==> src/rtl/spi_pkg.sv <==
// Shared types and defaults for the SPI mode-0 slave receiver.
package spi_pkg;

  typedef enum logic [1:0] {
    WAIT_IDLE,
    IDLE,
    SHIFT,
    DONE
  } spi_rx_state_t;

  localparam int SPI_FRAME_BITS_DEFAULT  = 24;
  localparam int SPI_SYNC_STAGES_DEFAULT = 2;

endpackage

==> src/rtl/spi_sync_edge.sv <==
// Multi-flop synchroniser for one asynchronous pin, followed by a delay flop
// so rising/falling edges can be detected on the synchronised level.
module spi_sync_edge
  import spi_pkg::*;
#(
  parameter int   SYNC_STAGES = SPI_SYNC_STAGES_DEFAULT,
  parameter logic RST_VAL     = 1'b0
) (
  input  logic clk,
  input  logic rst,
  input  logic din,
  output logic level,
  output logic rise,
  output logic fall
);

  logic [SYNC_STAGES-1:0] sync_p0;
  logic                   dly_p1;

  always_ff @(posedge clk) begin
    if (rst) begin
      sync_p0 <= {SYNC_STAGES{RST_VAL}};
      dly_p1  <= RST_VAL;
    end else begin
      sync_p0 <= {sync_p0[SYNC_STAGES-2:0], din};
      dly_p1  <= sync_p0[SYNC_STAGES-1];
    end
  end

  // Edge detect between the last synchroniser stage and the delay flop
  assign level = sync_p0[SYNC_STAGES-1];
  assign rise  = level & ~dly_p1;
  assign fall  = ~level & dly_p1;

endmodule

==> src/rtl/spi_slave_mode0_rx.sv <==
// SPI mode-0 slave: oversamples SCLK/CS/MOSI on clk, receives MSB-first frames
// and shifts a response word out on MISO in the same frame.
module spi_slave_mode0_rx
  import spi_pkg::*;
#(
  parameter int FRAME_BITS  = SPI_FRAME_BITS_DEFAULT,
  parameter int SYNC_STAGES = SPI_SYNC_STAGES_DEFAULT
) (
  input  logic                  clk,
  input  logic                  rst,
  input  logic                  SCLK,
  input  logic                  CS,
  input  logic                  MOSI,
  output logic                  MISO,
  output logic                  miso_oe,
  input  logic [FRAME_BITS-1:0] tx_data,
  output logic                  tx_load,
  output logic [FRAME_BITS-1:0] rx_data,
  output logic                  rx_valid,
  output logic                  frame_err
);

  localparam int              CNT_W    = $clog2(FRAME_BITS + 1);
  localparam logic [CNT_W-1:0] CNT_LAST = CNT_W'(FRAME_BITS - 1);
  localparam logic [CNT_W-1:0] CNT_FULL = CNT_W'(FRAME_BITS);

  logic sclk_lvl, sclk_rise, sclk_fall;
  logic cs_lvl, cs_rise, cs_fall;
  logic [SYNC_STAGES-1:0] mosi_sync_p0;
  logic mosi_lvl;

  spi_rx_state_t         state;
  logic [CNT_W-1:0]      bit_cnt;
  logic [FRAME_BITS-1:0] shift_in;
  logic [FRAME_BITS-1:0] shift_out;
  logic                  overrun;

  // CS synchroniser starts low so a reset taken mid-frame waits for a real idle
  spi_sync_edge #(.SYNC_STAGES(SYNC_STAGES), .RST_VAL(1'b0)) u_sclk_sync (
    .clk  (clk),
    .rst  (rst),
    .din  (SCLK),
    .level(sclk_lvl),
    .rise (sclk_rise),
    .fall (sclk_fall)
  );

  spi_sync_edge #(.SYNC_STAGES(SYNC_STAGES), .RST_VAL(1'b0)) u_cs_sync (
    .clk  (clk),
    .rst  (rst),
    .din  (CS),
    .level(cs_lvl),
    .rise (cs_rise),
    .fall (cs_fall)
  );

  always_ff @(posedge clk) begin
    if (rst) mosi_sync_p0 <= '0;
    else     mosi_sync_p0 <= {mosi_sync_p0[SYNC_STAGES-2:0], MOSI};
  end

  assign mosi_lvl = mosi_sync_p0[SYNC_STAGES-1];

  // Frame state machine; all outputs are registered here
  always_ff @(posedge clk) begin
    if (rst) begin
      state     <= WAIT_IDLE;
      bit_cnt   <= '0;
      overrun   <= 1'b0;
      MISO      <= 1'b0;
      miso_oe   <= 1'b0;
      tx_load   <= 1'b0;
      rx_data   <= '0;
      rx_valid  <= 1'b0;
      frame_err <= 1'b0;
    end else begin
      tx_load   <= 1'b0;
      rx_valid  <= 1'b0;
      frame_err <= 1'b0;
      miso_oe   <= ~cs_lvl && (state != WAIT_IDLE);

      case (state)
        WAIT_IDLE: begin
          MISO <= 1'b0;
          if (cs_lvl && !sclk_lvl) state <= IDLE;
        end

        IDLE: begin
          MISO    <= 1'b0;
          overrun <= 1'b0;
          if (cs_fall) begin
            state     <= SHIFT;
            bit_cnt   <= '0;
            tx_load   <= 1'b1;
            shift_out <= tx_data;
            MISO      <= tx_data[FRAME_BITS-1];
          end
        end

        SHIFT: begin
          if (cs_rise) begin
            // Short frame, or CS and SCLK rising together: drop the word
            frame_err <= 1'b1;
            MISO      <= 1'b0;
            state     <= IDLE;
          end else if (sclk_rise) begin
            shift_in <= {shift_in[FRAME_BITS-2:0], mosi_lvl};
            bit_cnt  <= bit_cnt + CNT_W'(1);
            if (bit_cnt == CNT_LAST) begin
              rx_data  <= {shift_in[FRAME_BITS-2:0], mosi_lvl};
              rx_valid <= 1'b1;
              MISO     <= 1'b0;
              state    <= DONE;
            end
          end else if (sclk_fall && bit_cnt != CNT_FULL) begin
            shift_out <= shift_out << 1;
            MISO      <= shift_out[FRAME_BITS-2];
          end
        end

        DONE: begin
          MISO <= 1'b0;
          if (cs_rise) begin
            frame_err <= overrun;
            overrun   <= 1'b0;
            state     <= IDLE;
          end else if (sclk_rise) begin
            overrun <= 1'b1;
          end
        end

        default: state <= WAIT_IDLE;
      endcase
    end
  end

endmodule

==> config.mk <==
export PLATFORM = sky130hd
export DESIGN_NAME = spi_slave_mode0_rx
export DESIGN_NICKNAME = d
export VERILOG_FILES = /design/src/rtl/spi_pkg.sv /design/src/rtl/spi_sync_edge.sv /design/src/rtl/spi_slave_mode0_rx.sv
export SDC_FILE = /design/constraint.sdc
export NUM_CORES = 1
export LEC_CHECK = 0
export BUFFER_PORTS_ARGS = -buffer_cell sky130_fd_sc_hd__buf_4
export CORE_MARGIN = 3
export CORE_UTILIZATION = 35
export DETAILED_ROUTE_END_ITERATION = 8
export GPL_ROUTABILITY_DRIVEN = 0
export SLEW_MARGIN = 20
export SYNTH_ARGS = -nofsm -noshare
export SYNTH_HDL_FRONTEND = slang
export SYNTH_SLANG_ARGS = --single-unit
export TNS_END_PERCENT = 1
==> constraint.sdc <==
create_clock -name clk -period 4.3 [get_ports clk]
set_input_delay 0.86 -clock clk [delete_from_list [all_inputs] [get_ports clk]]
set_output_delay 0.86 -clock clk [all_outputs]
set_load 0.01 [all_outputs]
Yosys cells after proc, flatten, opt, wreduce, memory -nomap -nowiden
Cells that the tools add are included.
- bitwise operators: 13
- add/subtract/negate cells: 1
- equal/unequal tests: 17
- reductions and logical operators: 18
- multiplexer cells: 30
- operator list (kind ; count):
    $mux 23 ; 4
    $pmux 23 s2 ; 1
    $mux 5 ; 3
    $ne 2x2->1 const B ; 7
    $mux 2 ; 6
    $reduce_and 4->1 ; 3
    $mux 1 ; 11
    $pmux 5 s2 ; 1
    $ne 3x3->1 const B ; 3
    $not 1->1 ; 9
    $ne 4x4->1 const B ; 2
    $pmux 2 s4 ; 1
    $reduce_and 6->1 ; 1
    $reduce_bool 2->1 ; 3
    $add 5x1->5 const B ; 1
    $eq 5x5->1 const B ; 1
    $ne 5x5->1 const B ; 1
    $reduce_and 5->1 ; 1
    $and 1x1->1 ; 4
    $eq 2x2->1 const B ; 2
    $pmux 1 s2 ; 2
    $reduce_and 2->1 ; 2
    $reduce_or 2->1 ; 2
    $reduce_or 4->1 ; 1
    5 further kinds ; 7
- logic and storage cells: 95
- flip-flop bits (word level): 91
- bits of input ports: 29
- output and inout bits: 29

Logic depth before layout (Yosys ltp)
Gate-level depths: netlist (run 1).
- depth in word-level cells: 7
- depth in mapped cells: 7
- depth with buffers taken out: 6

Hierarchy
Synthesis (run 1) repeated with hierarchy kept, for this count alone.
- cells, all modules: 281
- area total of the unflattened synthesis: 3422.0 um2
- by module, submodules not included (module ; area an instance (um2) ; sequential area each (um2) ; times used ; cells an instance):
    spi_slave_mode0_rx ; 3239.4 ; 2162.1 ; 1 ; 265
    spi_sync_edge ; 91.3 ; 60.1 ; 2 ; 8

Least setup slack after synthesis (run 1)
No wires, ideal clock.
- kind: reg-to-reg
- from: register bit_cnt[0]
- to: register shift_out[0] (enable)
- data arrival time: 2.888 ns
- stages on the path, launching flop included: 7
- library setup time: 0.439 ns
- buffers on the path: 0
- required time: 3.861 ns
- slack: 0.974 ns
- period minus slack after synthesis: 3.326 ns
- cell sequence: dfxtp_1 > inv_1 > ha_1 > and4b_1 > nor3b_1 > nand2_1 > a211oi_1
- cells in the longest elaborated chain, start to end: 4
- RTL lines (item ; RTL line ; source):
    from (decl) ; spi_slave_mode0_rx.sv:33 ; logic [CNT_W-1:0] bit_cnt;
    from (signal assigned) ; spi_slave_mode0_rx.sv:108 ; bit_cnt <= bit_cnt + CNT_W'(1);
    $ne 5x5->1 ; spi_slave_mode0_rx.sv:115 ; end else if (sclk_fall && bit_cnt != CNT_FULL) begin
    $logic_and 1x1->1 ; spi_slave_mode0_rx.sv:115 ;
    $ne 2x2->1 (no source line) ; - ;
    $reduce_and 6->1 (no source line) ; - ;
    to (signal assigned) ; spi_slave_mode0_rx.sv:95 ; shift_out <= tx_data;
    to (signal assigned) ; spi_slave_mode0_rx.sv:116 ; shift_out <= shift_out << 1;
    to (decl) ; spi_slave_mode0_rx.sv:35 ; logic [FRAME_BITS-1:0] shift_out;
Every way passes these cells.
A chain may end at the register's enable or synchronous reset.

Worst setup path after layout (run 1)
- from: register bit_cnt[0]
- to: register shift_out[19] (enable)
Same word-level chain as after synthesis.

==> flow_summary.ini, run 1 <==
[final_layout]
stdcell_count = 450
drive_gt1_share_pct = 33.3
post-route-util_pct = 45.3
nets = 352
diodes = 0
area_delta_synth_final_pct = 22.3
fillers = 894
post-route-cell-area_um2 = 4300

[floorplanning]
dieArea_um2 = 11300
fp.coreArea_um2 = 9500
start_util_pct = 37.0
die_height_um = 106
ios = 58
die_w_um = 106
num_rows = 35

[timing]
worst_slew_pin_slew_ns = 0.710
final.setup_skew_ns = 0.0174
slew_viol_final = 0
tns_ns = 0
fin_ws_ns = 1.86
rsz0062_at_grt = false
hold-worst-slack_ns = 0.441
setup-violations-final = 0
slew_headroom_pct = 52.5
finalHoldViolations = 0
period_share_pct = 56.7
fmax_mhz = 410
period_minus_slack_ns = 2.44

[route]
drtIter0Drc = 59
drt-vias-per-instance = 4.57
routed-via-count = 2055
first_pass_iters = 6
wl_per_cell_um = 13.5
drcViolationCount = 0
final_antenna_net_count = 0
wirelength_um = 6090

[clocking]
cts_resized = 0
worstSkewPairLatency_ns = 0.36
cts_max_level = 3
cts_buffer_depth = 2
cts_tree = done
post_cts_buffers = 0
cts_buffers = 9
cts_hold_buf = 0
cts_root_buffer = clkbuf_8
path_clk_slew_ns = 0.10
cts_sinks = 91

[power_and_ir_drop]
total_power_mw = 1.74
power_density_nw_per_um2 = 404
p_leak_nw = 1.76
vdd_drop_max_uv = 186

[setup_path]
r2r_slack_ns = 1.86
arrival_ns = 2.51
cp-end-kind = flop
r2r_cells = 7
critical_path_class = reg -> reg
crit_end = shift_out[19]
r2r_start = bit_cnt[0]
reg2reg_to = shift_out[19]
setup.worst_path.start_class = flop
critPathMaxFanout = 13
cp.required_ns = 4.37
worstSetupStartpoint = bit_cnt[0]

[global_route]
grt_pass1_vias = 2053
grt_pass1_wl_um = 9940
gr-total-overflow = 0
grt_start_max_net_pins = 43
antenna_found_initial = 0
grt_use_total_pct = 11.3

[place]
hpwlAfterDp_um = 3970
placed_area_um2 = 4070
dp_slack_ns = 1.64
placed_cells = 433
portBuffers = 57

[logic_synthesis]
yosys_warnings = 0
synth_seq_cells = 91
seq_area_frac_synth_pct = 64.9
synth_area_per_cell_um2 = 13.7
syn_nets = 292
postSynthCellCount = 256
syn_area_um2 = 3520
synth.distinct_cells = 41

[run_status]
status = finished clean

[run]
max_cap_violations = 0

[worst_hold_path]
hold_path_class = reg -> reg
## layout by cell type, fill, tap and decap left out, drive strengths merged, types with 9 or more instances in the layout
cell     n
dfxtp   45
nor2b   10
mux2    23
inv     11
clkbuf   9
edfxtp  46
mux2i   26
nor2    30
buf     60
## worst max-delay path, cell delays in order (launching register included)
cell and delay, ns:
dfxtp_1 0.38, inv_1 0.07, ha_1 0.18, and4b_1 0.18, nor3b_1 0.27, nand2_1 0.14, a211oi_4 0.67, buf_6 0.25
## synth_stat cells (all sizes together)
library cell | number | area share, %
o31ai | 3 | 0.64
ha | 7 | 2.5
dfxtp | 45 | 26
or4 | 3 | 0.64
nand3 | 5 | 0.71
and2b | 2 | 0.43
a211o | 1 | 0.25
nor3b | 2 | 0.43
or3 | 1 | 0.18
a211oi | 1 | 0.21
nor2 | 30 | 3.2
o2111a | 1 | 0.36
buf | 7 | 1.5
a32oi | 1 | 0.25
nand4 | 1 | 0.60
a22oi | 1 | 0.21
a21boi | 1 | 0.21
or2b | 1 | 0.21
nor2b | 10 | 1.9
nor4b | 1 | 0.25
nand2 | 4 | 0.43
and3 | 1 | 0.18
a21oi | 7 | 1.1
o311a | 1 | 0.28
and4b | 2 | 0.68
inv | 8 | 0.85
o21ai | 5 | 0.82
a21o | 1 | 0.21
clkbuf | 4 | 0.43
mux2i | 26 | 7.4
nor3 | 3 | 0.43
nand2b | 1 | 0.18
edfxtp | 46 | 39
mux2 | 23 | 7.5
## layout make-up
class                      instances  area [um2]  area share (%)
tap                              129         161            3.75
sequential                        91        2280            53.1
multi-input combinational        146        1150            26.8
timing repair buffer              60         454            10.6
clock buffer                       9         124            2.88
inverter                           8        30.0           0.698
clock inverter                     7        95.1            2.21
## power breakdown
group / internal (mW) / switching [mW] / leakage (nW) / total [mW]
Sequential: 0.950 / 0.0151 / 0.780 / 0.965
Combinational: 0.0706 / 0.0852 / 0.867 / 0.156
Clock: 0.284 / 0.332 / 0.110 / 0.616
## how the worst min path moves through the flow
| stage | start | end | slack, ns | cells past startpoint |
|---|---|---|---|---|
| 6_report | u_sclk_sync.sync_p0[0] | u_sclk_sync.sync_p0[1] | 0.44 | 1 |
| 5_1_grt | shift_in[7] | shift_in[8] | 0.45 | 0 |
| 4_1_cts | u_sclk_sync.sync_p0[0] | u_sclk_sync.sync_p0[1] | 0.44 | 1 |
| 3_5_place_dp | u_sclk_sync.sync_p0[0] | u_sclk_sync.sync_p0[1] | 0.42 | 1 |
| 3_3_place_gp | mosi_sync_p0[1] | shift_in[0] | 0.42 | 0 |
| 2_1_floorplan | mosi_sync_p0[1] | shift_in[0] | 0.41 | 0 |
## metal layers
metal | share of wire, % | GRT usage, % | vias up
met5 | 0 | 0 | -
met1 | 48 | 14.5 | 962
met3 | 4.3 | 4.43 | 6
li1 | - | - | 1045
met2 | 46 | 17.2 | 42
met4 | 1.1 | 3.98 | 0
## registers in the layout, summed over array words and instances, names as in the netlist
register / count
tx_load: 1
miso_oe: 1
frame_err: 1
MISO: 1
shift_in: 23
overrun: 1
shift_out: 23
bit_cnt: 5
u_sclk_sync.sync_p0: 2
mosi_sync_p0: 2
u_sclk_sync.dly_p1: 1
u_cs_sync.dly_p1: 1
rx_valid: 1
rx_data: 24
state: 2
u_cs_sync.sync_p0: 2
## kinds of logic (layout without fill, tap and decap cells)
logic type / count (synthesis) / in the layout / synth area share (%)
compound gates: 23 / 23 / 4.56
buf+inv: 19 / 84 / 2.78
mux: 49 / 49 / 14.9
simple gates: 67 / 67 / 10.4
flops: 91 / 91 / 64.9
fa+ha+maj: 7 / 7 / 2.49
Note: power is estimated with default switching activity, not from simulation.
==> inputs of run 2 (changes only) <==
Settings changed: ABC_AREA set to 1.
Clock period 4.3 ns to 2 ns, I/O delays scaled along.
==> run 2 against run 1 <==
Largest power group unchanged; die area increased by 1.8%; worst setup slack got worse by 1.6 ns; critical path depth increased by 2; design area increased by 2.5%.
==> flow_summary.ini, run 2 <==
[run_status]
status = finished clean

[place]
dp_slack_ns = 0.211
portBuffers = 57
hpwlAfterDp_um = 4830
placed_area_um2 = 4170
placed_cells = 562

[timing]
period_share_pct = 85.7
slew_viol_final = 0
period_minus_slack_ns = 1.71
fin_ws_ns = 0.285
setup-violations-final = 0
finalHoldViolations = 0
worst_slew_pin_slew_ns = 0.337
slew_headroom_pct = 77.5
fmax_mhz = 583
final.setup_skew_ns = 0.0127
rsz0062_at_grt = false
tns_ns = 0

[clocking]
cts_hold_buf = 0
cts_buffer_depth = 2
cts_buffers = 9
cts_sinks = 91
cts_tree = done
post_cts_buffers = 0
cts_max_level = 3
cts_root_buffer = clkbuf_8
path_clk_slew_ns = 0.09
worstSkewPairLatency_ns = 0.36

[global_route]
antenna_found_initial = 0
grt_use_total_pct = 12.6
grt_pass1_wl_um = 11400
grt_start_max_net_pins = 28
gr-total-overflow = 0
grt_pass1_vias = 2470

[setup_path]
cp-end-kind = flop
cp.required_ns = 2.30
critical_path_class = reg -> reg
setup.worst_path.start_class = flop
critPathMaxFanout = 14
arrival_ns = 2.01

[floorplanning]
num_rows = 36
dieArea_um2 = 11500
die_height_um = 107
die_w_um = 107
start_util_pct = 36.3
ios = 58
fp.coreArea_um2 = 9860

[route]
first_pass_iters = 4
drt-vias-per-instance = 4.49
drtIter0Drc = 181
wl_per_cell_um = 11.8
wirelength_um = 6850
routed-via-count = 2597
final_antenna_net_count = 0
drcViolationCount = 0

[logic_synthesis]
yosys_warnings = 0
synth_most_common_cell = nand2_1
synthTopCellsByCount = 102 x nand2_1, 74 x nor2_1, 46 x edfxtp_1, 45 x dfxtp_1, 23 x inv_1
synth-async-reset-ratio_pct = 0
seq_area_frac_synth_pct = 63.7
synth-main-ff-cell = edfxtp_1
synth.distinct_cells = 27
synth_top_area_cell = edfxtp_1
synth_edf_count = 46
synth_seq_cells = 91
synthTopCellsByArea = edfxtp_1 39%, dfxtp_1 25%, nand2_1 11%
syn_area_um2 = 3580
synth_area_per_cell_um2 = 9.45
syn_nets = 415
synth_top_cell_area_share_pct = 38.5
postSynthCellCount = 379

[final_layout]
stdcell_count = 578
final_common_cell = nand2_1
diodes = 0
drive_gt1_share_pct = 21.1
reg_top3 = rx_data: 24 flops, shift_in: 23 flops, shift_out: 23 flops
nets = 476
area_delta_synth_final_pct = 23.0
fillers = 966
largest_register_ffs = 24
post-route-util_pct = 44.7
final_cell_mix = 102 x nand2_1, 73 x nor2_1, 63 x buf_4, 46 x edfxtp_1, 45 x dfxtp_1
largest-register = rx_data
post-route-cell-area_um2 = 4410

[run]
max_cap_violations = 0

[worst_hold_path]
hold_path_class = in -> reg

[power_and_ir_drop]
vdd_drop_max_uv = 424
power_density_nw_per_um2 = 1010
p_leak_nw = 1.83
[run 2: cell count changes after synthesis, moves of 4 or more]
cell,change
nand2_1,+98
o21ai_0,+13
nor2b_1,-9
o21ai_1,+10
inv_1,+15
mux2_2,-22
nor2_1,+44
nand3_1,+5
mux2i_1,-26
inv_2,+4
nand4_1,+4
[run 2: cell families after synthesis]
logic type	after synthesis	share of synthesized area (%)
and+or+nand+nor	201	23.1
buffers and inverters	42	5.34
AOI/OAI and AO/OA	38	5.45
adders and majority gates	7	2.44
DFF	91	63.7
[run 2: final cells by class]
type | instances | area (um2) | share of cell area (%)
tap | 133 | 166 | 3.77
inverter | 28 | 108 | 2.44
clock inverter | 6 | 92.6 | 2.10
clock buffer | 10 | 149 | 3.38
multi-input combinational | 246 | 1120 | 25.4
timing repair buffer | 64 | 493 | 11.2
sequential | 91 | 2280 | 51.8
[run 2: timing repair]
item,in CTS,in global routing
gates resized for setup,0,1
setup endpoints to repair,0,1
endpoints found under the hold margin,0,0
[run 2: critical path: stages, from the launching register on]
cell	delay (ns)
dfxtp_1	0.37
inv_1	0.10
ha_2	0.26
buf_4	0.22
inv_2	0.05
a21oi_1	0.20
o21ai_0	0.19
nand3_1	0.11
nand2_1	0.05
nor2_1	0.08
[run 2: layer usage]
metal / track usage (%) / up-vias / part of all wire, %
li1: - / 1341 / -
met1: 17.0 / 1179 / 47
met2: 19.1 / 65 / 45
met3: 4.03 / 12 / 6.4
met4: 4.57 / 0 / 1.4
met5: 0 / - / 0
[run 2: path summary, 6_finish.rpt]
path                               start                     end  slack, ns  cells past startpoint
hold reg to reg   u_sclk_sync.sync_p0[0]  u_sclk_sync.sync_p0[1]       0.41                      2
setup reg to reg                state[0]                state[1]       0.29                      9
hold / removal                      SCLK  u_sclk_sync.sync_p0[0]       0.24                      3
setup / recovery                state[0]                state[1]       0.29                      9
[run 2: where the power goes]
group	switching, mW	internal [mW]
sequential	0.0557	2.15
combinational	0.550	0.304
clock	0.715	0.691
total	1.32	3.14
[run 2: through the flow]
stage / hold slack, ns / power (mW)
finish: 0.235 / 4.46
global route: 0.237 / 4.74
CTS: 0.224 / 4.51
detailed placement: 0.393 / 3.10
global placement: 0.394 / 3.07
floorplan: 0.388 / 2.82
==> inputs of run 3 (changes only) <==
Settings changed: MAX_ROUTING_LAYER set to met4.
==> run 3 against run 2 <==
Non-clock buffer count is the same; final cell count is the same; design area is the same; maximum frequency shrank 0.31%; combinational power is essentially flat; global-route usage grew 0.31 points; sequential cell count is the same; worst hold slack gained 0.0038 ns; clock-buffer cell count is the same.
==> flow_summary.ini, run 3 (synthesized netlist as in run 2, its figures left out) <==
[final_layout]
final_common_cell = nand2_1
final_cell_mix = 102 x nand2_1, 73 x nor2_1, 63 x buf_4, 46 x edfxtp_1, 45 x dfxtp_1
reg_top3 = rx_data: 24 flops, shift_in: 23 flops, shift_out: 23 flops
nets = 476
diodes = 0
post-route-cell-area_um2 = 4410
drive_gt1_share_pct = 21.1
largest-register = rx_data
area_delta_synth_final_pct = 23.0
largest_register_ffs = 24
post-route-util_pct = 44.7

[timing]
rsz0062_at_grt = false
slew_viol_final = 0
worst_slew_pin_slew_ns = 0.337
period_minus_slack_ns = 1.72
setup-violations-final = 0
final.setup_skew_ns = 0.0128
fmax_mhz = 581
period_share_pct = 86.0
slew_headroom_pct = 77.5
finalHoldViolations = 0
fin_ws_ns = 0.280

[route]
routed-via-count = 2599
drtIter0Drc = 193
drcViolationCount = 0
final_antenna_net_count = 0
first_pass_iters = 4
wl_per_cell_um = 11.8
drt-vias-per-instance = 4.50
wirelength_um = 6830

[clocking]
cts_root_buffer = clkbuf_8
cts_buffer_depth = 2
cts_sinks = 91
cts_max_level = 3
worstSkewPairLatency_ns = 0.36
path_clk_slew_ns = 0.09
cts_buffers = 9
cts_tree = done

[place]
portBuffers = 57
dp_slack_ns = 0.211
placed_area_um2 = 4170
hpwlAfterDp_um = 4830

[setup_path]
r2r_cells = 9
reg2reg_to = state[1]
r2r_slack_ns = 0.28
critPathMaxFanout = 14
cp.required_ns = 2.29
r2r_start = state[0]
arrival_ns = 2.01
cp-end-kind = flop
critical_path_class = reg -> reg
setup.worst_path.start_class = flop

[global_route]
antenna_found_initial = 0
grt_start_max_net_pins = 28
gr-total-overflow = 0
grt_pass1_wl_um = 11400
grt_pass1_vias = 2477
grt_use_total_pct = 12.9

[floorplanning]
dieArea_um2 = 11500
num_rows = 36
start_util_pct = 36.3
die_w_um = 107
fp.coreArea_um2 = 9860
die_height_um = 107
ios = 58

[worst_hold_path]
hold_path_class = in -> reg
hold_depth = 3
worstHoldEndpoint = u_sclk_sync.sync_p0[0]
min-delay-start = SCLK

[run_status]
status = finished clean

[power_and_ir_drop]
total_power_mw = 4.45
vdd_drop_max_uv = 423
power_density_nw_per_um2 = 1010
p_leak_nw = 1.83

[run]
max_cap_violations = 0
run 3: cell counts in the layout (fill, tap and decap cells not counted):
Identical to the previous run, type by type.
run 3: power by group:
group	internal [mW]	leakage [nW]	switching, mW
sequential	2.15	0.782	0.0556
clock	0.691	0.117	0.709
combinational	0.304	0.926	0.549
total	3.14	1.83	1.31
run 3: layout make-up:
class	count	area, um2
sequential	91	2280
fill	966	5460
clock buffer	10	149
inverter	28	108
timing repair buffer	64	493
multi-input combinational	246	1120
clock inverter	6	92.6
tap	133	166
run 3: stage by stage:
step | TNS, ns | cells | hold WS, ns
floorplan | -4.28 | 379 | 0.388
global placement | 0 | 562 | 0.394
detailed placement | 0 | 562 | 0.393
CTS | 0 | 578 | 0.224
global route | 0 | 578 | 0.237
finish | 0 | 578 | 0.239
run 3: what timing repair did:
item,in CTS,in global routing
setup buffers,0,0
resized for setup,0,1
hold buffers,0,0
setup endpoints to repair,0,1
run 3: worst max path at each step:
| stage | from | endpoint | cells after the start |
|---|---|---|---|
| after floorplan | state[0] | shift_out[0] | 5 |
| after global placement | state[0] | bit_cnt[2] | 8 |
| after detailed placement | state[0] | state[1] | 9 |
| after CTS | state[0] | state[1] | 9 |
| after global routing | state[0] | state[1] | 9 |
| final | state[0] | state[1] | 9 |
run 3: metal layers:
metal | vias to the layer above | part of all wire [%] | track usage [%]
met5 | - | 0 | -
met4 | 0 | 1.4 | 4.57
met3 | 10 | 6.5 | 3.73
met2 | 68 | 45 | 19.2
met1 | 1182 | 47 | 17.0
li1 | 1339 | - | -
run 3: critical path, cell delays in order (launching register included):
cell and delay, ns:
dfxtp_1 0.37, inv_1 0.10, ha_2 0.26, buf_4 0.22
inv_2 0.05, a21oi_1 0.21, o21ai_0 0.20, nand3_1 0.12
nand2_1 0.05, nor2_1 0.08
